**src/rtl/adder_operand_stage.sv**
```systemverilog
// Operand register stage for the clock-gated 16-bit adder.
// Registers operand triples and drives the adder clock enable from operand activity.
module adder_operand_stage #(
    parameter int unsigned WIDTH       = 16,
    parameter int unsigned IDLE_CYCLES = 8,
    parameter int unsigned WAKE_CYCLES = 2,
    parameter int unsigned CNT_W       = 32
) (
    input  logic             clk,
    input  logic             reset,
    input  logic             in_valid,
    output logic             in_ready,
    input  logic [WIDTH-1:0] in_a,
    input  logic [WIDTH-1:0] in_b,
    input  logic             in_carry,
    input  logic             cg_disable,
    output logic [WIDTH-1:0] a_in,
    output logic [WIDTH-1:0] b_in,
    output logic             carry_in,
    output logic             CG,
    output logic [CNT_W-1:0] gated_cycles
);

    localparam int unsigned IW = (IDLE_CYCLES > 1) ? $clog2(IDLE_CYCLES) : 1;
    localparam int unsigned WW = (WAKE_CYCLES > 1) ? $clog2(WAKE_CYCLES) : 1;
    localparam logic [IW-1:0] IDLE_LAST = IW'(IDLE_CYCLES - 1);
    localparam logic [WW-1:0] WAKE_LAST = WW'(WAKE_CYCLES - 1);

    typedef enum logic [1:0] {
        RUN   = 2'd0,
        GATED = 2'd1,
        WAKE  = 2'd2
    } state_e;

    state_e           state_q;
    logic [WIDTH-1:0] a_q;
    logic [WIDTH-1:0] b_q;
    logic             carry_q;
    logic             cg_q;
    logic [IW-1:0]    idle_q;
    logic [WW-1:0]    wake_q;
    logic [CNT_W-1:0] gated_q;

    logic             xfer;
    logic             change;
    logic             wake_req;

    assign xfer     = (state_q == RUN) && in_valid;
    assign change   = xfer && ({in_a, in_b, in_carry} != {a_q, b_q, carry_q});
    assign wake_req = in_valid || cg_disable;

    always_ff @(posedge clk or posedge reset) begin
        if (reset) begin
            state_q <= RUN;
            a_q     <= '0;
            b_q     <= '0;
            carry_q <= 1'b0;
            cg_q    <= 1'b1;
            idle_q  <= '0;
            wake_q  <= '0;
            gated_q <= '0;
        end else begin
            if (!cg_q && (gated_q != '1)) begin
                gated_q <= gated_q + CNT_W'(1);
            end
            unique case (state_q)
                RUN: begin
                    if (change) begin
                        a_q     <= in_a;
                        b_q     <= in_b;
                        carry_q <= in_carry;
                        idle_q  <= '0;
                    end else if (!cg_disable) begin
                        // identical transfers and empty edges both count as idle
                        if (idle_q == IDLE_LAST) begin
                            state_q <= GATED;
                            cg_q    <= 1'b0;
                            idle_q  <= '0;
                        end else begin
                            idle_q <= idle_q + IW'(1);
                        end
                    end
                end
                GATED: begin
                    if (wake_req) begin
                        state_q <= WAKE;
                        cg_q    <= 1'b1;
                        wake_q  <= '0;
                    end
                end
                WAKE: begin
                    wake_q <= wake_q + WW'(1);
                    if (wake_q == WAKE_LAST) begin
                        state_q <= RUN;
                        idle_q  <= '0;
                    end
                end
                default: begin
                    state_q <= RUN;
                    cg_q    <= 1'b1;
                end
            endcase
        end
    end

    assign in_ready     = (state_q == RUN);
    assign a_in         = a_q;
    assign b_in         = b_q;
    assign carry_in     = carry_q;
    assign CG           = cg_q;
    assign gated_cycles = gated_q;

endmodule

```
**config.mk**
```make
export PLATFORM = sky130hd
export DESIGN_NAME = adder_operand_stage
export DESIGN_NICKNAME = d
export VERILOG_FILES = /design/src/rtl/adder_operand_stage.sv
export SDC_FILE = /design/constraint.sdc
export NUM_CORES = 1
export LEC_CHECK = 0
export BUFFER_PORTS_ARGS = -buffer_cell sky130_fd_sc_hd__buf_2
export CAP_MARGIN = 10
export CORE_MARGIN = 10
export CORE_UTILIZATION = 45
export CTS_CLUSTER_DIAMETER = 60
export CTS_CLUSTER_SIZE = 8
export DETAILED_ROUTE_END_ITERATION = 8
export HOLD_SLACK_MARGIN = 0.1
export PLACE_DENSITY = 0.68
export SETUP_SLACK_MARGIN = 0.4
export SKIP_LAST_GASP = 1
export SYNTH_ARGS = -nofsm -noshare
export SYNTH_HDL_FRONTEND = slang
export SYNTH_SLANG_ARGS = --single-unit
```
**constraint.sdc**
```tcl
create_clock -name clk -period 2.9 [get_ports clk]
set_input_delay 0.145 -clock clk [delete_from_list [all_inputs] [get_ports clk]]
set_output_delay 0.145 -clock clk [all_outputs]
set_load 0.02 [all_outputs]
```
==> impl_metrics.yaml, run 1 <==
clock_tree:
  cts_root_buf: "clkbuf_8"
  cts_buffer_depth: 2
  cts_tree: "built"
  path_clk_slew_ns: 0.08
  cts_buffers: 9
  clock_latency_ns: 0.34
  htreeDepth: 3
  cts.repair_timing.setup_buffer_count: 0
  clock-sinks: 72
place:
  portBuffers: 103
  place_ws_ns: 0.6966
  place.gp.congestion: 0.7911
  place_hpwl_mm: 7.428
floorplan:
  die_h_um: 114.2
  rows: 34
  top_level_ports: 104
  core_um2: 8678
  die_x_um: 114.2
  start_util_pct: 46.05
  dieArea_um2: 13050
synthesis:
  yosysUniqueCellTypes: 42
  synth-simple-area-share_pct: 21.10
  synth_edf_count: 0
  synth_compound_area_share_pct: 14.62
  ys_async_sr_fraction_pct: 100.0
  syn_area_um2: 3996
  synth_top_cell_area_share_pct: 44.46
  synthXorXnorAreaFrac_pct: 14.25
  yosysSeqAreaShare_pct: 45.12
  synthesis.nets: 442
  ys.flop_type: "dfrtp_1"
  synth_top_area_cell: "dfrtp_1"
  synth_warnings: 0
  synthMuxAreaShare_pct: 0.5636
  synthTopCellsByArea: "dfrtp_1 (44%), xnor2_1 (12%), a41oi_1 (7.2%), nor2b_1 (5.2%), nand2_1 (4.4%)"
  synthAdderAreaFrac_pct: 0.9393
  syn_avg_cell_area_um2: 9.941
  synth_top_family_by_area: "simple AND/OR/NAND/NOR gates"
  synth-seq-cells: 72
  syn_inst: 402
timing:
  skew_ns: 0.009473
  fin_crit_ns: 2.245
  setup_viol: 0
  finalMaxSlewViolations: 0
  max_freq_ghz: 0.4454
  fin_setup_tns_ns: 0
  setup_slack_ns: 0.6547
  hold_violations: 0
  rsz0062_at_grt: "false"
  tightestPinTransition_ns: 0.6792
  max_slew_margin_pct: 54.72
  fin_crit_sh_pct: 77.42
worst_setup_path:
  worst_setup_path_end_kind: "flop"
  worstPathRequired_ns: 3.13
  cp-endpoint: "gated_cycles[1]"
  cp_max_fo: 9
  rrSetupSlack_ns: 0.65
  crit_type: "reg -> reg"
  worst_r2r_path_depth: 5
  reg2reg_from: "gated_cycles[0]"
  crit_start: "gated_cycles[0]"
  cp-start-kind: "flop"
  rr_endpoint: "gated_cycles[1]"
  arrival_ns: 2.48
routing:
  drt_wl_total_mm: 10.97
  drc: 0
  num_vias: 3524
  ant_nets: 0
  drt_iter0_drc: 257
  post_drt_wl_per_cell_um: 16.98
  routed_via_density: 5.455
  first_pass_iters: 4
cells_and_area:
  drive_gt1_share_pct: 26.21
  fill_cells: 755
  antenna_cells: 0
  nNetsFinal: 574
  area_delta_synth_final_pct: 29.12
global_routing:
  antenna_found_initial: 0
  grt_overflow: 0
  grtUsageTotal_pct: 16.90
  grt_max_degree: 67
  grt_pass1_vias: 3517
  grt_pass1_wl_mm: 18.12
pwr:
  switching_share_pct: 32.54
  vdd_drop_max_mv: 0.3110
  power_density_nw_per_um2: 507.7
  p_seq_share_pct: 47.1
  internal-power_mw: 1.767
  combPwrFrac_pct: 23.7
  p_clk_share_pct: 29.2
  leakage_nw: 2.330
  power.switching_uw: 852.3
flow_run:
  drv_cap: 0
outcome:
  status: "finished, final reports clean"
hold_path:
  hold_path.class: "in -> reg"
## repair_timing
action / in CTS / in global routing
hold buffers: 35 / 0
gates resized for setup: 0 / 0
endpoints found under the hold margin: 63 / 0
## area by class of cell
| class | count | area, um^2 | area share [%] |
|---|---|---|---|
| clock inverter | 6 | 61.31 | 1.188 |
| tap | 108 | 135.1 | 2.619 |
| inverter | 7 | 26.28 | 0.5092 |
| sequential | 72 | 1803 | 34.94 |
| multi-input combinational | 300 | 2074 | 40.20 |
| timing repair buffer | 144 | 935.9 | 18.14 |
| clock buffer | 9 | 123.9 | 2.401 |
## through the flow
step,power (mW),area [um^2],hold WS [ns],std cells,utilization [%]
2_1_floorplan,1.614,3996,0.2178,402,-
3_3_place_gp,1.821,4624,0.2730,596,53.29
3_5_place_dp,1.842,4624,0.2792,596,53.29
4_1_cts,2.653,5160,0.2074,646,59.46
5_1_grt,2.773,5160,0.2248,646,59.46
6_report,2.619,5160,0.2247,646,59.46
## routing by layer
metal | up-vias | part of all wire, % | track usage (%)
met1 | 1690 | 45 | 22.45
li1 | 1705 | - | -
met4 | 0 | 1.4 | 3.759
met5 | - | 0 | 0
met2 | 119 | 45 | 24.83
met3 | 10 | 8.6 | 7.338
## synth_stat cells, types with 3 or more instances
cell	number
xnor2_1	54
dfrtp_1	71
buf_4	3
nand4_1	17
nor2_1	12
nand3_1	14
o21ai_0	22
nor2b_1	33
buf_2	10
and3_1	3
a41oi_1	33
nor3_1	4
nand2_1	47
clkbuf_1	10
ha_1	3
inv_1	7
xor2_1	11
o21ai_1	10
and4_1	7
## power by group through the flow
stage | clock (mW) | sequential [mW] | combinational, mW
6_report | 0.766 | 1.23 | 0.620
5_1_grt | 0.840 | 1.25 | 0.683
4_1_cts | 0.794 | 1.23 | 0.628
3_5_place_dp | 0 | 1.25 | 0.590
3_3_place_gp | 0 | 1.24 | 0.578
2_1_floorplan | 0 | 1.34 | 0.273
## critical path: stages, from the launching register on
cell and delay [ns]:
dfrtp_1 0.44, ha_1 0.25, and4_1 0.33, and4_1 0.29, a31oi_2 0.44, mux2_2 0.39
## worst min path at each step
stage          startpoint  cells after the start               end  slack (ns)
2_1_floorplan  cg_disable                      1        state_q[0]        0.22
3_3_place_gp        reset                      2   gated_cycles[9]        0.27
3_5_place_dp        reset                      2  gated_cycles[10]        0.28
4_1_cts          in_valid                      4            wake_q        0.21
5_1_grt          in_valid                      4            wake_q        0.22
6_report         in_valid                      4            wake_q        0.22
## state kept, by name (all words and copies together), names as in the netlist
register	cells
gated_cycles	32
a_in	16
b_in	16
idle_q	3
state_q	2
CG	1
carry_in	1
wake_q	1
## cells by family after synthesis
logic type | after synthesis
and+or+nand+nor | 151
AOI/OAI and AO/OA | 79
DFF | 72
xor gates and xnor gates | 65
buffers and inverters | 30
adders and majority gates | 3
muxes | 2
## cells in the final DEF (no fill, tap or decap), types with 3 or more instances in the layout
cell and count:
o21ai_0 22, ha_1 3, buf_4 4, nand4_1 17, clkbuf_8 9, nand3_1 14
and3_1 3, clkinv_2 3, nor2_1 12, dfrtp_1 71, buf_2 103, nand2_1 47
dlygate4sd3_1 35, nor2b_1 33, xor2_1 11, inv_1 6, and4_1 7, nor3_1 3
a41oi_1 33, o21ai_1 10, xnor2_1 54
Power figures use the tool's default switching activity.
==> run 2: changes to the inputs <==
Settings changed: ABC_AREA set to 1.
Clock period 2.9 ns to 2.28 ns, I/O delays scaled along.
==> run 2 against run 1 <==
Design area is 2.2% higher; via count is 6.0% higher; fmax is 23% higher; sequential share of layout area is 0.64 points lower; clock skew is 0.0013 ns lower; die area is 3.0% lower; synthesized area is 3.7% lower.
==> impl_metrics.yaml, run 2 <==
worst_setup_path:
  worstPathRequired_ns: 2.51
  worst_setup_path_end_kind: "flop"
  cp-endpoint: "gated_cycles[6]"
  crit_type: "reg -> reg"
  cp_max_fo: 8
  worst_r2r_path_depth: 11
  rr_endpoint: "gated_cycles[6]"
  rrSetupSlack_ns: 0.45
  arrival_ns: 2.06
  crit_start: "gated_cycles[9]"
  reg2reg_from: "gated_cycles[9]"
  cp-start-kind: "flop"
synthesis:
  yosysMostFrequentCell: "nand2_1"
  syn_inst: 471
  syn_avg_cell_area_um2: 8.174
  synth-seq-cells: 72
  synth_warnings: 0
  yosysSeqAreaShare_pct: 46.83
  syn_area_um2: 3850
  synth_top_cell_area_share_pct: 46.15
  yosysUniqueCellTypes: 30
  synth_common_cells: "nand2_1 (156), dfrtp_1 (71), inv_1 (45)"
  synthTopCellsByArea: "dfrtp_1 (46%), nand2_1 (15%), xnor2_1 (6.8%), xor2_1 (5.9%), nand3_1 (4.9%)"
  synthesis.nets: 511
  synth_top_area_cell: "dfrtp_1"
  ys.flop_type: "dfrtp_1"
  synth_edf_count: 0
  ys_async_sr_fraction_pct: 100.0
flow_run:
  drv_cap: 0
floorplan:
  top_level_ports: 104
  rows: 33
  dieArea_um2: 12660
  start_util_pct: 46.62
  die_h_um: 112.5
  core_um2: 8258
  die_x_um: 112.5
cells_and_area:
  final_common_cell: "nand2_1"
  nNetsFinal: 678
  multi_input_area_um2: 1871
  drive_gt1_share_pct: 28.46
  mostFrequentLayoutCells: "nand2_1 (151), buf_2 (103), dfrtp_1 (66)"
  fill_cells: 700
  area_delta_synth_final_pct: 36.98
  regArea_um2: 1809
  largest_reg_flops: 32
timing:
  fin_setup_tns_ns: 0
  holdWs_ns: 0.1367
  setup_viol: 0
  skew_ns: 0.008153
  tightestPinTransition_ns: 0.6245
  fin_crit_ns: 1.830
  max_slew_margin_pct: 58.28
  max_freq_ghz: 0.5464
  fin_crit_sh_pct: 80.27
  finalMaxSlewViolations: 0
  hold_violations: 0
  rsz0062_at_grt: "true"
routing:
  ant_nets: 0
  drc: 0
  drt_iter0_drc: 200
  num_vias: 3735
  post_drt_wl_per_cell_um: 14.73
  routed_via_density: 4.987
  drt_wl_total_mm: 11.03
  first_pass_iters: 5
place:
  portBuffers: 103
  place.gp.congestion: 0.8668
  place_hpwl_mm: 7.597
pwr:
  vdd_drop_max_mv: 0.5249
  p_seq_share_pct: 37.3
  p_clk_share_pct: 19.6
  internal-power_mw: 3.051
  power.switching_mw: 2.249
  switching_share_pct: 42.43
  power_density_nw_per_um2: 1005
  leakage_nw: 2.803
  combPwrFrac_pct: 43.1
clock_tree:
  cts_tree: "built"
  clock-sinks: 72
  cts_buffers: 9
  htreeDepth: 3
  cts_root_buf: "clkbuf_8"
  clock_latency_ns: 0.34
  path_clk_slew_ns: 0.08
  cts_buffer_depth: 2
global_routing:
  grt_overflow: 0
  grtUsageTotal_pct: 16.65
  grt_max_degree: 47
  antenna_found_initial: 1
  grt_pass1_wl_mm: 17.67
  grt_pass1_vias: 3619
outcome:
  status: "finished, final reports clean"
hold_path:
  hold_path.class: "in -> reg"
==> run 2: how the worst min path moves through the flow <==
stage / start / slack, ns / depth (start not counted) / endpoint
2_1_floorplan: in_b[5] / 0.24 / 2 / b_in[5]
3_3_place_gp: reset / 0.23 / 2 / b_in[7]
3_5_place_dp: reset / 0.23 / 2 / b_in[7]
4_1_cts: in_valid / 0.11 / 4 / wake_q
5_1_grt: in_valid / 0.16 / 4 / state_q[0]
6_report: in_valid / 0.14 / 4 / state_q[0]
==> run 2: repair_timing <==
item | CTS | global route
resized for setup | 3 | 17
setup buffers | 3 | 16
hold buffers | 36 | 0
setup endpoints to repair | 4 | 35
gates cloned | 0 | 1
pin swaps | 1 | 7
endpoints found under the hold margin | 61 | 0
==> run 2: cell type report <==
cell class | instances | share of cell area, %
repair buffers | 164 | 20.40
flip-flops and latches | 72 | 34.31
diodes | 1 | 0.04745
inverters | 48 | 3.535
multi-input cells | 343 | 35.47
well taps | 105 | 2.491
clock inverters | 5 | 1.068
clock buffers | 11 | 2.681
==> run 2: power groups by stage <==
stage	Clock, mW	Combinational [mW]	Sequential, mW
after floorplan	0	1.08	2.37
final	1.04	2.28	1.98
after global placement	0	2.08	1.99
after CTS	1.05	2.23	1.98
after detailed placement	0	2.12	2.01
after global routing	1.11	2.54	2.03
==> run 2: logic make-up (layout without fill, tap and decap cells) <==
group                      count (synthesis)  in the layout  share of synthesized area (%)
other                                      0              1                              0
DFF                                       72             72                          46.83
buffers and inverters                     57            228                          6.175
adders and majority gates                  3              3                         0.9751
xor gates and xnor gates                  56             56                          12.74
and+or+nand+nor                          273            274                          31.78
AOI/OAI and AO/OA                         10             10                          1.495
==> run 2: worst max-delay path: stages (launching register included) <==
cell and delay, ns:
dfrtp_1 0.41, nand2_1 0.15, nor3_4 0.20, nand2_1 0.11
nor2_1 0.11, nand2_1 0.10, nand2_4 0.14, inv_4 0.04
buf_4 0.16, nand2_1 0.10, nor2_1 0.06, xor2_1 0.14
==> run 2: metrics by stage <==
stage	power, mW	utilization [%]	setup WS [ns]	std cells	instance area (um^2)
final	5.300	63.86	0.4498	749	5274
after global routing	5.675	63.86	0.3337	749	5274
after CTS	5.261	61.68	0.4046	731	5094
after detailed placement	4.126	54.50	0.3648	676	4501
after global placement	4.066	54.50	0.4373	676	4501
after floorplan	3.446	-	0.4935	471	3854
==> run 2: layer usage <==
| metal | track usage, % | share of wire (%) | vias up |
|---|---|---|---|
| met4 | 6.684 | 2.0 | 0 |
| met3 | 4.366 | 7.5 | 19 |
| met2 | 27.39 | 49 | 140 |
| met1 | 20.30 | 42 | 1776 |
| met5 | 0 | 0 | - |
| li1 | - | - | 1800 |
